**config.mk**
```make
export PLATFORM = sky130hd
export DESIGN_NAME = rx_link_fault_ctrl
export DESIGN_NICKNAME = d
export VERILOG_FILES = /design/src/rtl/rx_link_fault_ctrl.sv
export SDC_FILE = /design/constraint.sdc
export NUM_CORES = 1
export LEC_CHECK = 0
export BUFFER_PORTS_ARGS = -buffer_cell sky130_fd_sc_hd__buf_4
export CAP_MARGIN = 0
export CELL_PAD_IN_SITES_DETAIL_PLACEMENT = 1
export CELL_PAD_IN_SITES_GLOBAL_PLACEMENT = 1
export CORE_UTILIZATION = 30
export CTS_BUF_LIST = sky130_fd_sc_hd__clkbuf_2
export DETAILED_ROUTE_END_ITERATION = 16
export PLACE_DENSITY_LB_ADDON = 0.1
export SYNTH_ARGS = -nofsm -noshare
export SYNTH_HDL_FRONTEND = slang
export SYNTH_SLANG_ARGS = --single-unit
```
**constraint.sdc**
```tcl
create_clock -name rxclk -period 4.7 [get_ports rxclk]
set_clock_uncertainty 0.05 [all_clocks]
set_input_delay 1.175 -clock rxclk [delete_from_list [all_inputs] [get_ports rxclk]]
set_output_delay 1.175 -clock rxclk [all_outputs]
set_load 0.03 [all_outputs]
```
**src/rtl/rx_link_fault_ctrl.sv**
```systemverilog
// rx_link_fault_ctrl: clause-46 link-fault sequencer over two XGMII columns per rxclk.
// Optional LINK_FAULT_STATS_EN adds saturating FAULT-entry counters per fault type.
module rx_link_fault_ctrl #(
    parameter logic [7:0] SEQ_CODE   = 8'h9C,
    parameter int         SEQ_THRESH = 4,
    parameter int         COL_WINDOW = 128,
    parameter int         CNT_W      = 8
) (
    input  logic        rxclk,
    input  logic        reset,
    input  logic [63:0] i_rxd64,
    input  logic [7:0]  i_rxc8,
    output logic [1:0]  o_link_fault,
    output logic        o_tx_send_rf,
    output logic        o_tx_send_idle,
    output logic        o_rx_block
`ifdef LINK_FAULT_STATS_EN
    ,
    output logic [15:0] o_lf_local_cnt,
    output logic [15:0] o_lf_remote_cnt
`endif
);
    localparam logic [CNT_W-1:0] WIN = CNT_W'(COL_WINDOW);
    localparam logic [2:0]       THR = 3'(SEQ_THRESH);

    typedef enum logic [1:0] {INIT, COUNT, FAULT} state_t;

    typedef struct packed {
        state_t           st;
        logic [2:0]       seq;
        logic [CNT_W-1:0] col;
        logic [1:0]       typ;
        logic [1:0]       lf;
        logic             ent;
    } ctx_t;

    ctx_t       r_ctx, w_cur, w_n0, w_n1;
    logic [2:0] w_d0, w_d1;
    logic       r_rf, r_idle, r_blk;

    function automatic logic [2:0] dec(input logic [31:0] d, input logic [3:0] c);
        logic f;
        f = c == 4'b0001 && d[7:0] == SEQ_CODE && d[23:8] == 16'h0000 &&
            (d[31:24] == 8'h01 || d[31:24] == 8'h02);
        return {f, f ? d[25:24] : 2'b00};
    endfunction

    function automatic ctx_t step(input ctx_t c, input logic f, input logic [1:0] t);
        ctx_t             n;
        logic [CNT_W-1:0] col_n;
        logic [2:0]       seq_n;
        n     = c;
        col_n = (c.col == WIN) ? c.col : c.col + 1'b1;
        seq_n = (c.seq == THR) ? c.seq : c.seq + 1'b1;
        if (c.st == INIT) begin
            if (f) begin
                n.st  = COUNT;
                n.typ = t;
                n.seq = 3'd1;
                n.col = '0;
            end
        end else if (f && t == c.typ) begin
            n.col = '0;
            if (c.st == COUNT) begin
                n.seq = seq_n;
                if (seq_n == THR) begin
                    n.st  = FAULT;
                    n.lf  = t;
                    n.ent = 1'b1;
                end
            end
        end else if (f) begin
            // a new type restarts qualification; the reported fault holds meanwhile
            n.st  = COUNT;
            n.typ = t;
            n.seq = 3'd1;
            n.col = '0;
        end else begin
            n.col = col_n;
            if (col_n == WIN) begin
                n.st  = INIT;
                n.lf  = 2'b00;
                n.seq = 3'd0;
                n.typ = 2'b00;
            end
        end
        return n;
    endfunction

    always_comb begin
        w_cur     = r_ctx;
        w_cur.ent = 1'b0;
        w_d0      = dec(i_rxd64[31:0], i_rxc8[3:0]);
        w_d1      = dec(i_rxd64[63:32], i_rxc8[7:4]);
        w_n0      = step(w_cur, w_d0[2], w_d0[1:0]);
        w_n1      = step(w_n0, w_d1[2], w_d1[1:0]);
    end

    always_ff @(posedge rxclk or posedge reset) begin
        if (reset) begin
            r_ctx  <= '0;
            r_rf   <= 1'b0;
            r_idle <= 1'b0;
            r_blk  <= 1'b0;
        end else begin
            r_ctx  <= w_n1;
            r_rf   <= w_n1.lf == 2'b01;
            r_idle <= w_n1.lf == 2'b10;
            r_blk  <= w_n1.lf != 2'b00;
        end
    end

    assign o_link_fault   = r_ctx.lf;
    assign o_tx_send_rf   = r_rf;
    assign o_tx_send_idle = r_idle;
    assign o_rx_block     = r_blk;

`ifdef LINK_FAULT_STATS_EN
    logic [15:0] r_lcnt, r_rcnt;

    always_ff @(posedge rxclk or posedge reset) begin
        if (reset) begin
            r_lcnt <= '0;
            r_rcnt <= '0;
        end else begin
            if (w_n1.ent && w_n1.lf == 2'b01 && r_lcnt != 16'hFFFF) r_lcnt <= r_lcnt + 1'b1;
            if (w_n1.ent && w_n1.lf == 2'b10 && r_rcnt != 16'hFFFF) r_rcnt <= r_rcnt + 1'b1;
        end
    end

    assign o_lf_local_cnt  = r_lcnt;
    assign o_lf_remote_cnt = r_rcnt;
`endif
endmodule

```
# After elaboration in Yosys (flattened, before gate mapping)
# Cells that the tools add are included.
[word_totals] ram_bits=0 rom_bits=0 n_memories=0 latch_bits=0 elab_cells=90 in_bits=74 regBits=20 output_inout_bits=5
[op_classes] n_lt_le_gt_ge=0 n_mux=41 add_sub_neg=4 n_mul=0 n_div=0 bitwise_logic=0 reduce_logical=15 n_eq_ne=22 shift=0
[ops] op="$mux W15" count=6
[ops] op="$eq A8 B8 Y1 const B" count=6
[ops] op="$logic_not A16 Y1" count=2
[ops] op="$mux W3" count=10
[ops] op="$mux W13" count=2
[ops] op="$mux W2" count=10
[ops] op="$mux W4" count=5
[ops] op="$mux W5" count=4
[ops] op="$add A8 B1 Y8 const B" count=2
[ops] op="$eq A8 B1 Y1 const B" count=2
[ops] op="$eq A8 B2 Y1 const B" count=2
[ops] op="$mux W8" count=2
[ops] op="$eq A3 B3 Y1 const B" count=4
[ops] op="$eq A4 B1 Y1 const B" count=2
[ops] op="$logic_and A1 B1 Y1" count=8
[ops] op="$add A3 B1 Y3 const B" count=2
[ops] op="$eq A2 B1 Y1 const B" count=3
[ops] op="$eq A2 B2 Y1" count=2
[ops] op="$logic_not A2 Y1" count=2
[ops] op="$eq A2 B2 Y1 const B" count=1
[ops] op="$logic_or A1 B1 Y1" count=2
[ops] op="$mux W1" count=2
[ops] op="$reduce_bool A2 Y1" count=1

# Logic depth before layout (Yosys ltp)
[logic_depth] ltp_word=20 ltp_mapped=19 ltp_nobuf=18

# Worst setup path before layout
# No wires, ideal clock.
[synth_path] path_type="input port to flip-flop" from="input i_rxd64[22]" to="register r_rf (netlist: o_tx_send_rf)" t_required_ns=4.577 path_stages=13 path_buffers=0 arrival_ns=4.575 setup_slack_ns=0.002 setup_time_ns=0.073 cell_sequence="nor4_1 nand4_1 nor3_1 nor2_1 ha_1 or3_1 a2111oi_0 mux2_1 nand4_1 or3_1 mux2_4 a22oi_4 nor2b_1"
[synth_between] elab_chain_cells=16 word_cells_on_any_way=37 cone_classes="2 x add/sub; 8 x eq/ne; 21 x mux; 6 x reduce/logical"
[synth_rtl] element="start, declared" line_no="11" rtl="input logic [63:0] i_rxd64,"
[synth_rtl] element="$logic_not A16 Y1 (*)" line_no="43" rtl="f = c == 4'b0001 && d[7:0] == SEQ_CODE && d[23:8] == 16'h0000 &&"
[synth_rtl] element="$logic_and A1 B1 Y1 (*) (2 in a row)" line_no="43"
[synth_rtl] element="$mux W2" line_no="45" rtl="return {f, f ? d[25:24] : 2'b00};"
[synth_rtl] element="$eq A2 B2 Y1" line_no="62" rtl="end else if (f && t == c.typ) begin"
[synth_rtl] element="$logic_and A1 B1 Y1" line_no="62"
[synth_rtl] element="$mux W13" line_no="62"
[synth_rtl] element="$mux W15" line_no="55" rtl="if (c.st == INIT) begin"
[synth_rtl] element="$add A8 B1 Y8 (tied with other cells)" line_no="53" rtl="col_n = (c.col == WIN) ? c.col : c.col + 1'b1;"
[synth_rtl] element="$mux W8 / $mux W3 (equally long branches)" line_no="53, 54"
[synth_rtl] element="$eq A8 B8 Y1 / $eq A3 B3 Y1 (equally long branches)" line_no="80, 66"
[synth_rtl] element="$mux W4 / $mux W3 (equally long branches)" line_no="80, 66"
[synth_rtl] element="$mux W2 / $mux W3 (equally long branches)" line_no="72, 64"
[synth_rtl] element="$mux W2" line_no="62"
[synth_rtl] element="$mux W3 (*)" line_no="55"
[synth_rtl] element="$eq A2 B1 Y1 (*)" line_no="107" rtl="r_rf <= w_n1.lf == 2'b01;"
[synth_rtl] element="end signal, assigned" line_no="102" rtl="r_rf <= 1'b0;"
[synth_rtl] element="end signal, assigned" line_no="107"
[synth_rtl] element="end, declared" line_no="39" rtl="logic r_rf, r_idle, r_blk;"
# Mark *: on every way between the ends. The rest lies on a longest branch, timed or not. The select of a mux whose other input is x is not followed.

# Worst setup path in the final report
[layout_path] from="input i_rxd64[25]" to="register r_idle (netlist: o_tx_send_idle)"
[layout_between] elab_chain_cells=16 word_cells_on_any_way=38 cone_classes="2 x add/sub; 10 x eq/ne; 21 x mux; 5 x reduce/logical"
[layout_rtl] element="$eq A8 B1 Y1 / $eq A8 B2 Y1 (equally long branches)" line_no="44" rtl="(d[31:24] == 8'h01 || d[31:24] == 8'h02);"
[layout_rtl] element="$logic_or A1 B1 Y1" line_no="44"
[layout_rtl] element="$logic_and A1 B1 Y1" line_no="43"
[layout_rtl] element="$mux W2" line_no="45"
[layout_rtl] element="$eq A2 B2 Y1" line_no="62"
[layout_rtl] element="$logic_and A1 B1 Y1" line_no="62"
[layout_rtl] element="$mux W13" line_no="62"
[layout_rtl] element="$mux W15" line_no="55"
[layout_rtl] element="$add A8 B1 Y8 (tied with other cells)" line_no="53"
[layout_rtl] element="$mux W8 / $mux W3 (equally long branches)" line_no="53, 54"
[layout_rtl] element="$eq A8 B8 Y1 / $eq A3 B3 Y1 (equally long branches)" line_no="80, 66"
[layout_rtl] element="$mux W4 / $mux W3 (equally long branches)" line_no="80, 66"
[layout_rtl] element="$mux W2 / $mux W3 (equally long branches)" line_no="72, 64"
[layout_rtl] element="$mux W2" line_no="62"
[layout_rtl] element="$mux W3 (*)" line_no="55"
[layout_rtl] element="$eq A2 B2 Y1 (*)" line_no="108" rtl="r_idle <= w_n1.lf == 2'b10;"
[layout_rtl] element="end signal, assigned" line_no="103" rtl="r_idle <= 1'b0;"
[layout_rtl] element="end signal, assigned" line_no="108"
[layout_rtl] element="end, declared" line_no="39"
# Marked as above.

==> results.md <==
- Status: finished clean
- Via density: 5.538
- Max stage delay on crit path: 0.41 ns
- CP Depth: 14
- Tmin final: 4.398 ns
- Fillcell total: 982
- R2R Setup Slk: 0.41 ns
- Pre-CTS setup slack: -0.1257 ns
- Mapped Area: 0.002424 mm²
- Setup TNS after final layout: 0 ns
- Final #Nets: 483
- Die area: 0.008442 mm²
- Footprint of the multi-input gates: 0.001783 mm²
- Core area: 0.007767 mm²
- CTS Buf Count: 3
- Number of synthesized flops with an enable pin: 0
- Pwr Density: 115.2 mW/mm²
- Top Ports: 79
- N_diodes: 0
- GP Congestion: 0.8186
- Critical Path AT: 4.67 ns
- CP max FO: 4
- Die Y-Extent: 91.88 µm
- Clock tree from TritonCTS: built
- Critical path class: in -> reg
- IO Port Bufs: 78
- Final WL: 8.453 mm
- Final worst slack: 0.3017 ns
- Largest net degree at the start of global routing: 21
- Most frequent cells in the layout: 110 x buf_4, 21 x nand2_1, 20 x dfrtp_1, 18 x nor2_1, 18 x a21oi_1
- Clock tree root driver cell: clkbuf_2
- Maximum clock insertion buffer count: 2
- P&R area growth vs syn: 38.05%
- DR WL/cell: 16.84 µm
- Layout cells sized above 1: 0.3375
- Syn Area/Cell: 7.999 µm²
- Static Leak: 1.482 nW
- Max cap viols: 0
- CTS Hold Buffers Added: 0
- Fin crit share: 0.9358
- Seq/Total Area, Yosys: 0.2065
- Final Max Tran Viols: 0
- DR pass1 iterations: 4
- Core Rows: 32
- Slowest cell on crit path: a2111oi_1
- First-pass GRT wire length: 14.20 mm
- Register area: 500.5 µm²
- Hpwl dp: 6.942 mm
- Initial antenna violation count: 0
- Hold Path Stages: 3
- Vias in the first global route: 2,913
- GRT Residual Overflow: 0
- Iter 0 DRT Violations: 80
- DRC viols: 0
- Most frequent CP cell: or3_1
- Flops & latches, synth: 20
- Finished layout cell area: 0.003346 mm²
- Share of synthesized registers carrying an async set or reset: 1.000
- Hold Crit Class: reg -> reg
- Fin. Hold Viols: 0
- Primary FF master, synth: dfrtp_1
- Most common cell after layout, fill and taps aside: buf_4
- H-tree depth: 1
- Area contributors post-synth: dfrtp_1 21%, xnor2_1 5.4%, ha_1 4.1%, a21oi_1 3.7%, o21ai_0 3.5%
- FF-to-FF path depth: 18
- Final antenna-violating net count: 0
- Via count: 2,780
- Initial Utilization: 0.3120
- Die W: 91.88 µm
- Synth unique cells: 68
- Worst setup EP type: flop
- Count of final setup violators: 0
- Cell family with most CP delay: simple AND/OR/NAND/NOR gates
- Peak Freq: 227.4 MHz
- CTS Sinks: 20
- Clock transition at path regs: 0.23 ns
- Yosys top cell area share: 0.2065
- Post-Syn Nets: 385
- Peak VDD IR: 144.9 µV
- Actual slew at the worst max-slew pin: 0.8487 ns
- RSZ-0062 raised after global routing: false
- Type of origin of the critical path: input pin
- Worst Path Required: 4.97 ns
- Synth warnings: 0
- Relative slew slack: 0.4336
- Crit path cell chain: buf_4 > xor2_1 > nand4_1 > or3_1 > and2_1 > ha_1 > or3_1 > a2111oi_1 > mux2_1 > nand4_1 > or3_1 > mux2_4 > a2bb2oi_2 > nor2b_1
- Syn Inst Count: 303
- Clk Latency, worst-skew pair: 0.36 ns
- Synth area leader: dfrtp_1
- Setup Fix Bufs, Post-CTS: 0
- Area after DPL: 0.003283 mm²
- CP Buf/Inv Count: 1
- Total GRT Usage: 0.2084
-- through the flow --
step	utilization	hold WS [ns]	instances	power [mW]
after floorplan	-	0.5647	303	0.1936
after global placement	0.4227	0.6662	498	0.2492
after detailed placement	0.4227	0.6675	498	0.2508
after CTS	0.4285	0.7296	502	0.3894
after global routing	0.4307	0.7663	502	0.4029
final	0.4307	0.7248	502	0.3854
-- cells by family (layout without fill, tap and decap cells) --
group                    after synthesis  after routing  share of synthesized area
buffers and inverters                 34            131                    0.06504
XOR/XNOR                              24             24                    0.08674
AND/OR/NAND/NOR                      125            125                     0.3160
AO/OA/AOI/OAI                         88             88                     0.2654
adder cells (fa/ha/maj)                8              8                    0.04130
flip-flops                            20             20                     0.2065
multiplexers                           4              4                    0.01910
-- metal layers --
layer | global-route usage | share of wire
met5 | 0 | 0
met4 | 0.03646 | 0.010
met3 | 0.02985 | 0.059
met2 | 0.3545 | 0.46
met1 | 0.2821 | 0.48
-- synth_stat cells, drive strengths merged (2+ instances only) --
cell type  instances
a2111oi            4
a211o              3
a211oi             6
a21boi             2
a21o               2
a21oi             18
a22o               2
a22oi              3
a31o               3
a31oi              5
and2               5
and3               4
buf                8
clkbuf             9
dfrtp             20
ha                 8
inv               17
mux2               2
mux2i              2
nand2             21
nand2b             2
nand3              5
nand3b             3
nand4             10
nor2              18
nor2b              6
nor3              13
nor3b              4
nor4              13
nor4b              7
nor4bb             2
o2111a             2
o2111ai            2
o211ai             2
o21ai             18
o31a               2
o31ai              4
or2                3
or3                4
or4                4
xnor2             15
xor2               9
-- worst paths after layout --
kind                                 startpoint              end
max in group asynchronous                 reset        r_ctx[15]
worst max register to register         r_ctx[5]   o_tx_send_idle
min in group asynchronous                 reset        r_ctx[10]
worst min-delay path            o_link_fault[0]  o_link_fault[0]
worst max-delay path                i_rxd64[25]   o_tx_send_idle
worst min register to register  o_link_fault[0]  o_link_fault[0]
-- where the power goes --
| part | internal, mW | total [mW] | switching, mW | leakage [nW] |
|---|---|---|---|---|
| sequential | 0.173 | 0.174 | 0.000722 | 0.250 |
| clock | 0.0733 | 0.138 | 0.0644 | 0.0266 |
| combinational | 0.0489 | 0.0741 | 0.0253 | 1.21 |
| total | 0.295 | 0.385 | 0.0904 | 1.48 |
-- tightest hold or removal path, stage by stage, from the launching register on --
cell and delay [ns]:
dfrtp_1 0.43, a22o_1 0.19, a2bb2oi_2 0.09, inv_1 0.06
-- area by class of cell --
type / instances / share of cell area
tap: 102 / 0.03814
clock buffer: 3 / 0.004488
timing repair buffer: 110 / 0.2468
sequential: 20 / 0.1496
clock inverter: 1 / 0.008975
inverter: 17 / 0.01907
multi-input combinational: 249 / 0.5329
-- state kept, by name (all words and copies together), names as in the netlist --
register        flops
o_tx_send_rf        1
o_rx_block          1
o_link_fault        2
r_ctx              15
o_tx_send_idle      1
-- repair_timing --
action | 4_1_cts | 5_1_grt
hold endpoints to repair | 0 | 0
setup endpoints to repair | 0 | 6
resized for setup | 0 | 4
Note: power is estimated with default switching activity, not from simulation.
